## src/rtl/program_loader_pkg.sv

```systemverilog
// Shared CPU-side constants and loader state encoding.
// Used by the program loader and by anything that sizes the instruction image.
package program_loader_pkg;

    localparam int NUM_WORDS = 32;
    localparam int WORD_W    = 32;
    localparam int COUNT_W   = 6;

    typedef enum logic [1:0] {
        LOAD  = 2'd0,
        FLUSH = 2'd1,
        RUN   = 2'd2
    } loader_state_t;

endpackage

```

## src/rtl/program_loader.sv

```systemverilog
// Streams a program image into a word store that feeds the CPU memory inputs,
// holding the CPU in reset until the image is complete and stable.
module program_loader #(
    parameter int NUM_WORDS = program_loader_pkg::NUM_WORDS,
    parameter int WORD_W    = program_loader_pkg::WORD_W
) (
    input  logic              clk,
    input  logic              reset,
    input  logic              reload,
    input  logic              wr_valid,
    input  logic [WORD_W-1:0] wr_data,
    input  logic              wr_last,
    output logic              wr_ready,
    output logic [WORD_W-1:0] in0,
    output logic [WORD_W-1:0] in1,
    output logic [WORD_W-1:0] in2,
    output logic [WORD_W-1:0] in3,
    output logic [WORD_W-1:0] in4,
    output logic [WORD_W-1:0] in5,
    output logic [WORD_W-1:0] in6,
    output logic [WORD_W-1:0] in7,
    output logic [WORD_W-1:0] in8,
    output logic [WORD_W-1:0] in9,
    output logic [WORD_W-1:0] in10,
    output logic [WORD_W-1:0] in11,
    output logic [WORD_W-1:0] in12,
    output logic [WORD_W-1:0] in13,
    output logic [WORD_W-1:0] in14,
    output logic [WORD_W-1:0] in15,
    output logic [WORD_W-1:0] in16,
    output logic [WORD_W-1:0] in17,
    output logic [WORD_W-1:0] in18,
    output logic [WORD_W-1:0] in19,
    output logic [WORD_W-1:0] in20,
    output logic [WORD_W-1:0] in21,
    output logic [WORD_W-1:0] in22,
    output logic [WORD_W-1:0] in23,
    output logic [WORD_W-1:0] in24,
    output logic [WORD_W-1:0] in25,
    output logic [WORD_W-1:0] in26,
    output logic [WORD_W-1:0] in27,
    output logic [WORD_W-1:0] in28,
    output logic [WORD_W-1:0] in29,
    output logic [WORD_W-1:0] in30,
    output logic [WORD_W-1:0] in31,
    output logic              cpu_reset,
    output logic [5:0]        load_count
);
    import program_loader_pkg::*;

    localparam int IDX_W = $clog2(NUM_WORDS);

    loader_state_t     state_reg;
    logic [WORD_W-1:0] word_reg [NUM_WORDS];
    logic [5:0]        load_count_reg;
    logic              cpu_reset_reg;
    logic              wr_ready_reg;

    // Words are only ever written in ascending order after a full clear, so
    // anything beyond an early wr_last is already zero.
    always_ff @(posedge clk) begin
        if (reset || reload) begin
            state_reg      <= LOAD;
            load_count_reg <= '0;
            cpu_reset_reg  <= 1'b1;
            wr_ready_reg   <= 1'b1;
            for (int i = 0; i < NUM_WORDS; i++) begin
                word_reg[i] <= '0;
            end
        end else begin
            case (state_reg)
                LOAD: begin
                    if (wr_valid && wr_ready_reg) begin
                        word_reg[load_count_reg[IDX_W-1:0]] <= wr_data;
                        load_count_reg <= load_count_reg + 6'd1;
                        if (wr_last || load_count_reg == 6'(NUM_WORDS - 1)) begin
                            state_reg    <= FLUSH;
                            wr_ready_reg <= 1'b0;
                        end
                    end
                end
                FLUSH: begin
                    state_reg     <= RUN;
                    cpu_reset_reg <= 1'b0;
                end
                RUN: begin
                    state_reg <= RUN;
                end
                default: begin
                    state_reg     <= LOAD;
                    cpu_reset_reg <= 1'b1;
                    wr_ready_reg  <= 1'b1;
                end
            endcase
        end
    end

    assign wr_ready   = wr_ready_reg;
    assign cpu_reset  = cpu_reset_reg;
    assign load_count = load_count_reg;

    assign in0  = word_reg[0];
    assign in1  = word_reg[1];
    assign in2  = word_reg[2];
    assign in3  = word_reg[3];
    assign in4  = word_reg[4];
    assign in5  = word_reg[5];
    assign in6  = word_reg[6];
    assign in7  = word_reg[7];
    assign in8  = word_reg[8];
    assign in9  = word_reg[9];
    assign in10 = word_reg[10];
    assign in11 = word_reg[11];
    assign in12 = word_reg[12];
    assign in13 = word_reg[13];
    assign in14 = word_reg[14];
    assign in15 = word_reg[15];
    assign in16 = word_reg[16];
    assign in17 = word_reg[17];
    assign in18 = word_reg[18];
    assign in19 = word_reg[19];
    assign in20 = word_reg[20];
    assign in21 = word_reg[21];
    assign in22 = word_reg[22];
    assign in23 = word_reg[23];
    assign in24 = word_reg[24];
    assign in25 = word_reg[25];
    assign in26 = word_reg[26];
    assign in27 = word_reg[27];
    assign in28 = word_reg[28];
    assign in29 = word_reg[29];
    assign in30 = word_reg[30];
    assign in31 = word_reg[31];

endmodule

```

## config.mk

```make
export PLATFORM = sky130hd
export DESIGN_NAME = program_loader
export DESIGN_NICKNAME = d
export VERILOG_FILES = /design/src/rtl/program_loader_pkg.sv /design/src/rtl/program_loader.sv
export SDC_FILE = /design/constraint.sdc
export NUM_CORES = 1
export LEC_CHECK = 0
export ABC_AREA = 1
export CORE_AREA = 3 3 411 413
export DETAILED_ROUTE_END_ITERATION = 10
export DIE_AREA = 0 0 414 416
export GPL_ROUTABILITY_DRIVEN = 1
export PLACE_DENSITY = 0.56
export SLEW_MARGIN = 5
export SYNTH_ARGS = -nofsm -noshare
export SYNTH_HDL_FRONTEND = slang
export SYNTH_SLANG_ARGS = --single-unit
```

## constraint.sdc

```tcl
create_clock -name clk -period 3 [get_ports clk]
set_clock_uncertainty 0.2 [all_clocks]
set_input_delay 0.75 -clock clk [delete_from_list [all_inputs] [get_ports clk]]
set_output_delay 0.75 -clock clk [all_outputs]
set_load 0.02 [all_outputs]
```

# After elaboration in Yosys (flattened, before gate mapping)
# Memory sizes are Yosys's and may differ from the RTL's.
# Index checks and enable logic that the tools add are counted.
dict set report classes {
  addsub 1
  muxes 16
  bitwise 1
  eq_ne 5
  reduce_logical 10
}
# operator n
set ops {}
lappend ops {{32-bit 2-to-1 mux} 1}
lappend ops {{32-bit OR reduction} 1}
lappend ops {{1-bit 2-to-1 mux} 9}
lappend ops {{6-bit by 1-bit adder with 6-bit output (second input constant)} 1}
lappend ops {{6-bit by 5-bit == test with 1-bit output (second input constant)} 1}
lappend ops {{5-bit 2-to-1 mux} 1}
lappend ops {{2-bit 2-to-1 mux} 2}
lappend ops {{2-bit != test (second input constant)} 2}
lappend ops {{1-bit one-hot mux with 2 select lines} 2}
lappend ops {{2-bit one-hot mux with 2 select lines} 1}
lappend ops {{2-bit AND reduction} 2}
lappend ops {{2-bit OR reduction} 2}
lappend ops {{3-bit AND reduction} 1}
lappend ops {{2-bit by 1-bit == test with 1-bit output (second input constant)} 1}
lappend ops {{2-bit == test (second input constant)} 1}
lappend ops {{2-bit logical NOT} 1}
lappend ops {{1-bit logical OR} 2}
lappend ops {{1-bit logical AND} 1}
lappend ops {{1-bit NOT} 1}
dict set report totals {
  reg_bits 10
  inputBits 37
  ram_bits 1024
  mem_count 1
}
# name depth width rd rd_clocked_by_memory_dff write_ports line
set memory_table {}
lappend memory_table {word_reg 32 32 32 0 32 program_loader.sv:54} ;# logic [WORD_W-1:0] word_reg [NUM_WORDS];

# Depth between registers and ports, before layout
dict set report depth {
  word_depth 7
  ltp_mapped 9
  mapped_depth_nobuf 8
}

# Worst setup path before layout
# No wires, ideal clock.
dict set report synth_path {
  path_kind {in2reg}
  start {in wr_valid}
  end {mem word_reg[0][0], enable pin}
  path_buffers 1
  t_required_ps 2411
  setup_slack_ps -5
  arrival_time_ps 2415
  stages 7
  cell_sequence {nand2_1 nor2_1 nand2_1 nor2_4 nand2_1 buf_6 nand2_1}
}
# item line
set synth_rtl {}
lappend synth_rtl {{start, declared} program_loader.sv:10} ;# input logic wr_valid,
lappend synth_rtl {{end, declared} program_loader.sv:54}

==> results.sh <==
export IMPL_status="completed"
export IMPL_crit_start="word_reg[24][11]"
export IMPL_fin_area_um2=54800
export IMPL_tightest_slew_ns=0.831
export IMPL_row_count=149
export IMPL_cts_sinks=1034
export IMPL_synthCells=2433
export IMPL_yosys_warnings=0
export IMPL_grt_usage_pct=18.5
export IMPL_cp_cell_sequence="clkdlybuf4s50_1"
export IMPL_grt_pass1_wl_mm=217
export IMPL_arrival_ns=1.95
export IMPL_antenna_found_initial=11
export IMPL_num_vias=24800
export IMPL_areaGrowthSynthToFinish_pct=48.1
export IMPL_synth_cell_types=16
export IMPL_min_period_ns=2.90
export IMPL_grt_overflow=0
export IMPL_post_dp_cell_area_um2=51400
export IMPL_max_freq_ghz=0.345
export IMPL_relSlewSlack_pct=44.4
export IMPL_power_frac_comb_pct=10.4
export IMPL_power_frac_seq_pct=49.9
export IMPL_cts_setup_buffers=0
export IMPL_synth_seq_cells=1034
export IMPL_hpwl_mm=111
export IMPL_grt_pass1_vias=24200
export IMPL_crit_type="reg2out"
export IMPL_hp_class="reg2reg"
export IMPL_rsz0062_at_grt="false"
export IMPL_layout_common_cells="1,059 x clkdlybuf4s50_1, 1,036 x nor2_1, 1,024 x edfxtp_1, 110 x clkbuf_16, 87 x buf_12"
export IMPL_start_util_pct=22.4
export IMPL_syn_area_per_cell_um2=15.2
export IMPL_cts_made_buffers=110
export IMPL_die_w_um=414
export IMPL_maxSlewViolCount=0
export IMPL_grt_max_degree=42
export IMPL_min_period_over_period_pct=96.7
export IMPL_initialDrtViolationCount=2682
export IMPL_switchingPower_mw=8.35
export IMPL_dpl_worst_slack_ns=-0.307
export IMPL_gp_congestion=0.800
export IMPL_final_common_cell="clkdlybuf4s50_1"
export IMPL_fp_dieH_um=416
export IMPL_power_leakage_nw=21.0
export IMPL_ys_seq_area_share_pct=83.6
export IMPL_final_setup_worst_slack_ns=0.0984
export IMPL_final_cells=5855
export IMPL_r2r_start="state_reg[0]"
export IMPL_ir_drop_v=0.000493
export IMPL_critPathSlowestCell="clkdlybuf4s50_1"
export IMPL_ant_nets=0
export IMPL_drtPass1Iterations=5
export IMPL_clk_path_buf_depth=3
export IMPL_holdWs_ns=0.313
export IMPL_placed_cells=5652
export IMPL_swShare_pct=25.1
export IMPL_htree_levels=3
export IMPL_finalSetupViolCount=0
export IMPL_synth_cell_area_um2=37000
export IMPL_drc_errors=0
export IMPL_coreArea_um2=165000
export IMPL_drive_gt1_share_pct=10.8
export IMPL_synth_nets=2477
export IMPL_startpoint_type="register"
export IMPL_io_buffers=1068
export IMPL_p_int_mw=25.0
export IMPL_final_core_util_pct=33.2
export IMPL_hold_start="wr_ready"
export IMPL_avgRoutedWirePerCell_um=28.2
export IMPL_largest_reg_flops=1024
export IMPL_wl_mm=165
export IMPL_hold_violations=0
export IMPL_worst_ep_required_time_ns=2.05
export IMPL_viasPerCell=4.24
export IMPL_die_area_um2=172000
export IMPL_cp_slowest_stage_delay_ns=0.73
export IMPL_powerDensity_nw_per_um2=607
export IMPL_cts_tree="done"
export IMPL_crit_family="buffers and inverters"
export IMPL_worstPathMaxFanout=1
export IMPL_cp_num_buf_inv=1
export IMPL_clock_power_share_pct=39.6
export IMPL_cts_root_buf="clkbuf_16"
export IMPL_clk_latency_ns=0.74
export IMPL_drv_cap=0
export IMPL_nets=3619
export IMPL_io_pin_count=1069
export IMPL_end_kind="primary output"
export IMPL_clk_pin_slew_ns=0.06
export IMPL_fill_cells=16200
-- area by class of cell --
class | count | area [um2] | area share [%]
Tap cell | 2189 | 2740 | 4.99
Clock inverter | 70 | 604 | 1.10
Inverter | 50 | 188 | 0.342
Antenna cell | 3 | 7.51 | 0.0137
Clock buffer | 130 | 2830 | 5.16
Sequential cell | 1034 | 30900 | 56.4
Timing Repair Buffer | 1227 | 13000 | 23.6
Multi-Input combinational cell | 1152 | 4570 | 8.33
-- metal layers --
metal	global-route usage (%)	vias to the layer above	part of all wire, %
met2	32.9	1421	51
li1	-	10500	-
met3	5.61	230	11
met4	5.95	0	3.2
met5	0	-	0
met1	21.1	12600	35
-- power by group through the flow --
stage	sequential, mW	combinational [mW]	clock (mW)
detailed placement	16.9	3.52	0
floorplan	17.7	0.429	0
finish	16.6	3.48	13.2
CTS	16.6	3.53	13.5
global placement	16.9	3.52	0
global route	16.7	3.57	14.0
-- stage by stage --
step | TNS [ns] | power [mW]
floorplan | 0 | 18.1
global placement | -186.07 | 20.4
detailed placement | -158.57 | 20.4
CTS | 0 | 33.7
global route | 0 | 34.3
finish | 0 | 33.3
-- path summary, 6_finish.rpt --
path                            slack, ns               to  cells past startpoint
worst max-delay path                  0.1         in24[11]                      1
worst min-delay path                 0.31         wr_ready                      2
worst max register to register       0.35  word_reg[31][6]                     12
worst min register to register       0.31         wr_ready                      2
-- repair_timing --
item / 4_1_cts / 5_1_grt
gates resized for setup: 5 / 1
hold buffers: 0 / 0
setup endpoints to repair: 5 / 1
-- cells by family (layout without fill, tap and decap cells) --
logic type / after synthesis / after routing / share of synthesized area, %
simple gates: 1132 / 1132 / 11.6
fa+ha+maj: 7 / 7 / 0.237
buf+inv: 247 / 1477 / 4.39
compound gates: 13 / 13 / 0.186
flops: 1034 / 1034 / 83.6
other cells: 0 / 3 / 0
-- Yosys cell counts --
cell type / n / area share [%]
a21oi_1: 5 / 0.068
o21ai_0: 7 / 0.095
o311ai_0: 1 / 0.024
nor2_4: 5 / 0.15
nor3_1: 5 / 0.068
edfxtp_1: 1024 / 83
nand3_1: 5 / 0.068
clkbuf_1: 103 / 1.0
nand2_1: 81 / 0.82
nor2_1: 1036 / 11
dfxtp_1: 10 / 0.54
inv_1: 49 / 0.50
inv_2: 1 / 0.010
ha_1: 7 / 0.24
buf_1: 1 / 0.010
buf_6: 93 / 2.8
Power figures use the tool's default switching activity.
